File: config.mk
export PLATFORM = sky130hd
export DESIGN_NAME = rvb_shifter_arb
export DESIGN_NICKNAME = d
export VERILOG_FILES = /design/src/rtl/rvb_shifter_arb.sv
export SDC_FILE = /design/constraint.sdc
export NUM_CORES = 1
export LEC_CHECK = 0
export CAP_MARGIN = 20
export CORE_AREA = 4 4 311 313
export DETAILED_ROUTE_END_ITERATION = 16
export DIE_AREA = 0 0 315 317
export SYNTH_ARGS = -nofsm -noshare
export SYNTH_HDL_FRONTEND = slang
export SYNTH_SLANG_ARGS = --single-unit
File: constraint.sdc
create_clock -name clock -period 2.8 [get_ports clock]
set_input_delay 0.84 -clock clock [delete_from_list [all_inputs] [get_ports clock]]
set_output_delay 0.84 -clock clock [all_outputs]
set_load 0.05 [all_outputs]
File: src/rtl/rvb_shifter_arb.sv
// rvb_shifter_arb: round-robin share of one shifter between two requesters; define RVB_SHIFTER_ARB_OVERLAP_EN to re-issue while a result is consumed
module rvb_shifter_arb #(
  parameter int XLEN = 64
) (
  input  logic            clock,
  input  logic            reset,
  input  logic            req0_valid,
  output logic            req0_ready,
  input  logic [XLEN-1:0] req0_rs1,
  input  logic [XLEN-1:0] req0_rs2,
  input  logic [XLEN-1:0] req0_rs3,
  input  logic [6:0]      req0_insn,
  input  logic            req1_valid,
  output logic            req1_ready,
  input  logic [XLEN-1:0] req1_rs1,
  input  logic [XLEN-1:0] req1_rs2,
  input  logic [XLEN-1:0] req1_rs3,
  input  logic [6:0]      req1_insn,
  output logic            rsp0_valid,
  input  logic            rsp0_ready,
  output logic [XLEN-1:0] rsp0_rd,
  output logic            rsp1_valid,
  input  logic            rsp1_ready,
  output logic [XLEN-1:0] rsp1_rd,
  output logic            sh_din_valid,
  input  logic            sh_din_ready,
  output logic [XLEN-1:0] sh_rs1,
  output logic [XLEN-1:0] sh_rs2,
  output logic [XLEN-1:0] sh_rs3,
  output logic [6:0]      sh_insn,
  input  logic            sh_dout_valid,
  output logic            sh_dout_ready,
  input  logic [XLEN-1:0] sh_dout_rd
);
  typedef enum logic {IDLE, RESP} state_e;
  state_e state_q, state_d;
  logic last_q, last_d, owner_q, owner_d;
  logic [XLEN-1:0] res_q, res_d;
  logic grant0, grant1, issue, capture, consume, owner_ready, resp;
  assign resp = state_q == RESP;
  assign owner_ready = owner_q ? rsp1_ready : rsp0_ready;
`ifdef RVB_SHIFTER_ARB_OVERLAP_EN
  assign sh_dout_ready = !resp || owner_ready;
`else
  assign sh_dout_ready = !resp;
`endif
  assign grant0 = sh_dout_ready && req0_valid && (!req1_valid || last_q);
  assign grant1 = sh_dout_ready && req1_valid && (!req0_valid || !last_q);
  assign sh_din_valid = grant0 || grant1;
  assign sh_rs1 = grant0 ? req0_rs1 : grant1 ? req1_rs1 : '0;
  assign sh_rs2 = grant0 ? req0_rs2 : grant1 ? req1_rs2 : '0;
  assign sh_rs3 = grant0 ? req0_rs3 : grant1 ? req1_rs3 : '0;
  assign sh_insn = grant0 ? req0_insn : grant1 ? req1_insn : '0;
  assign req0_ready = grant0 && sh_din_ready;
  assign req1_ready = grant1 && sh_din_ready;
  assign issue = sh_din_valid && sh_din_ready;
  assign capture = sh_dout_valid && sh_dout_ready;
  assign consume = resp && owner_ready;
  assign rsp0_valid = resp && !owner_q;
  assign rsp1_valid = resp && owner_q;
  assign rsp0_rd = rsp0_valid ? res_q : '0;
  assign rsp1_rd = rsp1_valid ? res_q : '0;
  // the shifter answers in the issue cycle, so the current grant names the owner
  always_comb begin
    state_d = capture ? RESP : consume ? IDLE : state_q;
    last_d = issue ? grant1 : last_q;
    owner_d = capture ? grant1 : owner_q;
    res_d = capture ? sh_dout_rd : res_q;
  end
  always_ff @(posedge clock or posedge reset)
    if (reset) begin
      state_q <= IDLE;
      last_q <= 1'b1;
      owner_q <= 1'b0;
      res_q <= '0;
    end else begin
      state_q <= state_d;
      last_q <= last_d;
      owner_q <= owner_d;
      res_q <= res_d;
    end
endmodule

# [Word level (Yosys, flattened, before mapping)]
# Cells that the tools add are included.
[word_totals] regBits=67 in_bits=470 output_inout_bits=333
[classes] mux=13 n_reduce_logical=20
[ops] op="$mux 64" n=8
[ops] op="$mux 7" n=2
[ops] op="$logic_and 1x1->1" n=11
[ops] op="$logic_not 1->1" n=5
[ops] op="$logic_or 1x1->1" n=3
[ops] op="$mux 1" n=3
[ops] op="$reduce_bool 2->1" n=1

# [Logic depth before layout (Yosys ltp)]
[depth] word_depth=5 mapped_depth=5 mapped_depth_nobuf=2

# [Least setup slack after synthesis]
# Ideal clock, no wire load.
[synth_path] kind="input -> output" from="in req1_valid" to="out sh_rs1[45]" t_arrival_ns=2.558 required_time_ns=1.960 setup_slack_ns=-0.598 cell_stages=4 n_path_buf=2 cell_sequence="nor2b_1 > buf_2 > buf_4 > o32ai_1"
[synth_between] elab_chain_len=4
[synth_rtl] element="start: declaration" line_no="13" source="input logic req1_valid,"
[synth_rtl] element="$logic_and 1x1->1 or $logic_not 1->1 (tied branches)" line_no="48, 47"
[synth_rtl] element="$logic_and 1x1->1 or $logic_or 1x1->1 (tied branches)" line_no="48, 47"
[synth_rtl] element="$mux 64 or $logic_and 1x1->1 (tied branches)" line_no="50, 47"
[synth_rtl] element="$mux 64 *" line_no="50" source="assign sh_rs1 = grant0 ? req0_rs1 : grant1 ? req1_rs1 : '0;"
[synth_rtl] element="end: declaration" line_no="27" source="output logic [XLEN-1:0] sh_rs1,"
# Every way passes the cells marked *; elsewhere a longest branch is shown, timed or not.

# [Final worst setup path]
[layout_path] from="in req0_valid" to="out sh_rs1[21]"
[layout_between] elab_chain_len=5
[layout_rtl] element="start: declaration" line_no="7" source="input logic req0_valid,"
[layout_rtl] element="$logic_not 1->1" line_no="48" source="assign grant1 = sh_dout_ready && req1_valid && (!req0_valid || !last_q);"
[layout_rtl] element="$logic_or 1x1->1" line_no="48"
[layout_rtl] element="$logic_and 1x1->1" line_no="48"
[layout_rtl] element="$mux 64" line_no="50"
[layout_rtl] element="$mux 64 *" line_no="50"
# Marks and branches as above.

==> results.toml <==
[yosys]
ys_warn_count = 0
synth_cell_type_count = 27
ys_seq_area_share_pct = 17.81
syn-cell-area_um2 = 9419
post_synth.cell_area_avg_um2 = 9.307
synth_fp_nets = 1482
syn_inst = 1012
synth_seq_cells = 67

[timing]
fmax_ghz = 0.3379
setup_viol = 255
maxSlewHeadroom_pct = 69.52
tns_ps = -18490
min_period_ps = 2959
finalMaxSlewViolations = 0
hold_viol_final = 0
worst_slack_ps = -159.3
finalClockSkew_ps = 11.98
rsz0062_at_grt = "yes"
period_share_pct = 105.7
worst_slew_pin_slew_ps = 456.2

[grt]
grt_pass1_vias = 12660
gr-total-overflow = 0
track_usage_pct = 13.36
antenna_found_initial = 10
grt_max_degree = 66
grt_pass1_wl_um = 97090

[worst_setup_path]
slowest_stage = "o32ai_4"
end_kind = "primary output"
crit_buf_inv = 6
cp.required_ps = 1960
path_class = "input pin to primary output"
cp_cell_sequence = "buf_12, buf_12, inv_16, buf_16, buf_16, o32ai_4, buf_6"
cp-start-kind = "input pin"
slowest_delay_ps = 360
cp_max_fo = 7
arrival_ps = 2120
cp_top_family = "buffers and inverters"

[placed_design]
place.gp.congestion = 0.8554
io_buffers = 802
pre_cts_ws_ps = -770.9
dpl.hpwl_um = 56180

[detailed_routing]
drt_iter0_drc = 446
routed_wl_um = 74280
wl_per_cell_um = 23.40
vias = 12010
final_antenna_net_count = 0
viasPerCell = 3.783
route.detailed.drc = 0
dr.pass1.iters = 4

[pwr]
switching_share_pct = 49.98
p_comb_share_pct = 87.5
clkPwrFrac_pct = 5.0
power.density_nw_per_um2 = 933.3
p_total_mw = 25.38
p_seq_share_pct = 7.5
ir_drop_v = 0.0006500
p_leak_nw = 10.01
p_switching_mw = 12.68
cell_internal_pwr_mw = 12.69

[die]
rows = 113
boundaryPins = 803
die_w_um = 315
start_util_pct = 9.988
design.core.area_um2 = 94300
die_area_um2 = 99860
die_h_um = 317

[clock_tree]
clk_root_buffer_cell = "clkbuf_16"
clk_pin_slew_ps = 60
insertion_delay_ps = 360
cts_made_buffers = 9
cts.path.max_buffers = 2
cts_tree = "yes"
htree_levels = 3
clock-sinks = 67

[final_layout]
drive_above_1_share_pct = 48.87
area_growth_pct = 188.7
post-route-util_pct = 28.83
nets = 2370

[status]
status = "finished with violations"
violations = "negative setup slack"

[flow_run]
maxCapViolCount = 0

[hold_path]
min_path_type = "register to register"
-- cell families (layout without fill, tap and decap cells) --
| kind of cell | count (synthesis) | in the layout | share of synthesized area, % |
|---|---|---|---|
| multiplexers | 66 | 66 | 9.458 |
| AND/OR/NAND/NOR | 535 | 535 | 35.55 |
| other | 0 | 4 | 0 |
| AO/OA/AOI/OAI | 202 | 202 | 29.24 |
| flip-flops | 67 | 67 | 17.81 |
| buffers and inverters | 142 | 1035 | 7.944 |
-- state kept, by name, indices dropped and copies added (netlist names) --
register	cells
last_q	1
resp	1
res_q	64
owner_q	1
-- cell usage after synthesis --
cell / number / share of area (%)
a21bo_2: 1 / 0.11
a21o_1: 1 / 0.080
a32o_1: 1 / 0.11
and2_1: 64 / 4.3
and2b_1: 1 / 0.080
and3_1: 64 / 4.3
buf_2: 49 / 2.6
buf_4: 13 / 1.0
buf_6: 6 / 0.72
buf_8: 4 / 0.64
clkbuf_1: 54 / 2.2
clkbuf_2: 12 / 0.64
dfrtp_1: 66 / 18
dfstp_2: 1 / 0.28
inv_1: 3 / 0.12
inv_2: 1 / 0.040
mux2_2: 24 / 2.9
mux2_4: 40 / 6.4
mux2i_1: 2 / 0.21
nand2b_1: 398 / 26
nand3b_1: 1 / 0.080
nor2_1: 4 / 0.16
nor2b_1: 1 / 0.066
nor2b_4: 1 / 0.15
nor3b_1: 1 / 0.080
o32ai_1: 68 / 6.3
o32ai_2: 131 / 23
-- routing by layer --
metal  GRT usage (%)  part of all wire [%]  vias to the layer above
met5               0                 0.059                        -
li1                -                     -                     5481
met2           21.36                    46                      601
met1           16.53                    40                     5838
met4           2.488                   1.9                        8
met3           6.263                    12                       79
-- power groups by stage --
stage	Clock (mW)	Combinational, mW	Sequential (mW)
2_1_floorplan	0	11.9	1.66
5_1_grt	1.34	23.1	1.99
6_report	1.26	22.2	1.91
3_3_place_gp	0	19.2	1.90
4_1_cts	1.30	20.9	1.89
3_5_place_dp	0	19.3	1.90
-- timing repair --
action / in CTS / in global routing
resized for setup: 275 / 191
setup buffers: 25 / 12
gates cloned: 22 / 17
hold buffers: 0 / 0
setup endpoints to repair: 272 / 270
pin swaps: 64 / 83
-- path summary, 6_finish.rpt --
kind,cells past startpoint,slack [ps],to,start
setup / recovery,7,-160,sh_rs1[21],req0_valid
hold / removal,1,530,res_q[2],res_q[2]
setup reg to reg,6,520,res_q[8],resp
hold reg to reg,1,530,res_q[2],res_q[2]
max in group asynchronous,3,1510,last_q,reset
min in group asynchronous,2,720,res_q[21],reset
-- layout by cell type (no fill, tap or decap), types with 2 or more instances in the layout --
cell type	instances
inv_16	2
buf_6	214
and3_1	64
inv_6	3
mux2i_1	2
mux2_4	40
clkdlybuf4s50_1	465
nand2b_2	4
buf_8	23
o32ai_4	198
buf_12	197
buf_4	56
nand2b_4	52
diode_2	4
nand2b_1	342
dfrtp_1	65
clkbuf_16	24
buf_16	39
nor2_1	3
nor2b_4	2
and2_4	38
inv_1	2
clkinvlp_4	2
and2_1	25
mux2_2	24
-- through the flow --
step | hold WS, ps | std cells | instance area (um2)
after global routing | 546.1 | 3172 | 27180
final | 528.2 | 3174 | 27190
after CTS | 524.4 | 3145 | 25870
after floorplan | 486.4 | 1012 | 11990
after global placement | 501.4 | 3084 | 23640
after detailed placement | 509.5 | 3084 | 23640
-- area by class of cell --
| type | instances | area [um2] |
|---|---|---|
| Multi-Input combinational cell | 803 | 10260 |
| Timing Repair inverter | 2 | 36.28 |
| Sequential cell | 67 | 1682 |
| Timing Repair Buffer | 1013 | 13280 |
| Tap cell | 1265 | 1583 |
| Clock buffer | 9 | 225.2 |
| Fill cell | 9642 | 67110 |
| Clock inverter | 7 | 82.58 |
| Antenna cell | 4 | 10.01 |
| Inverter | 4 | 31.28 |
(Power assumes the default switching activity.)
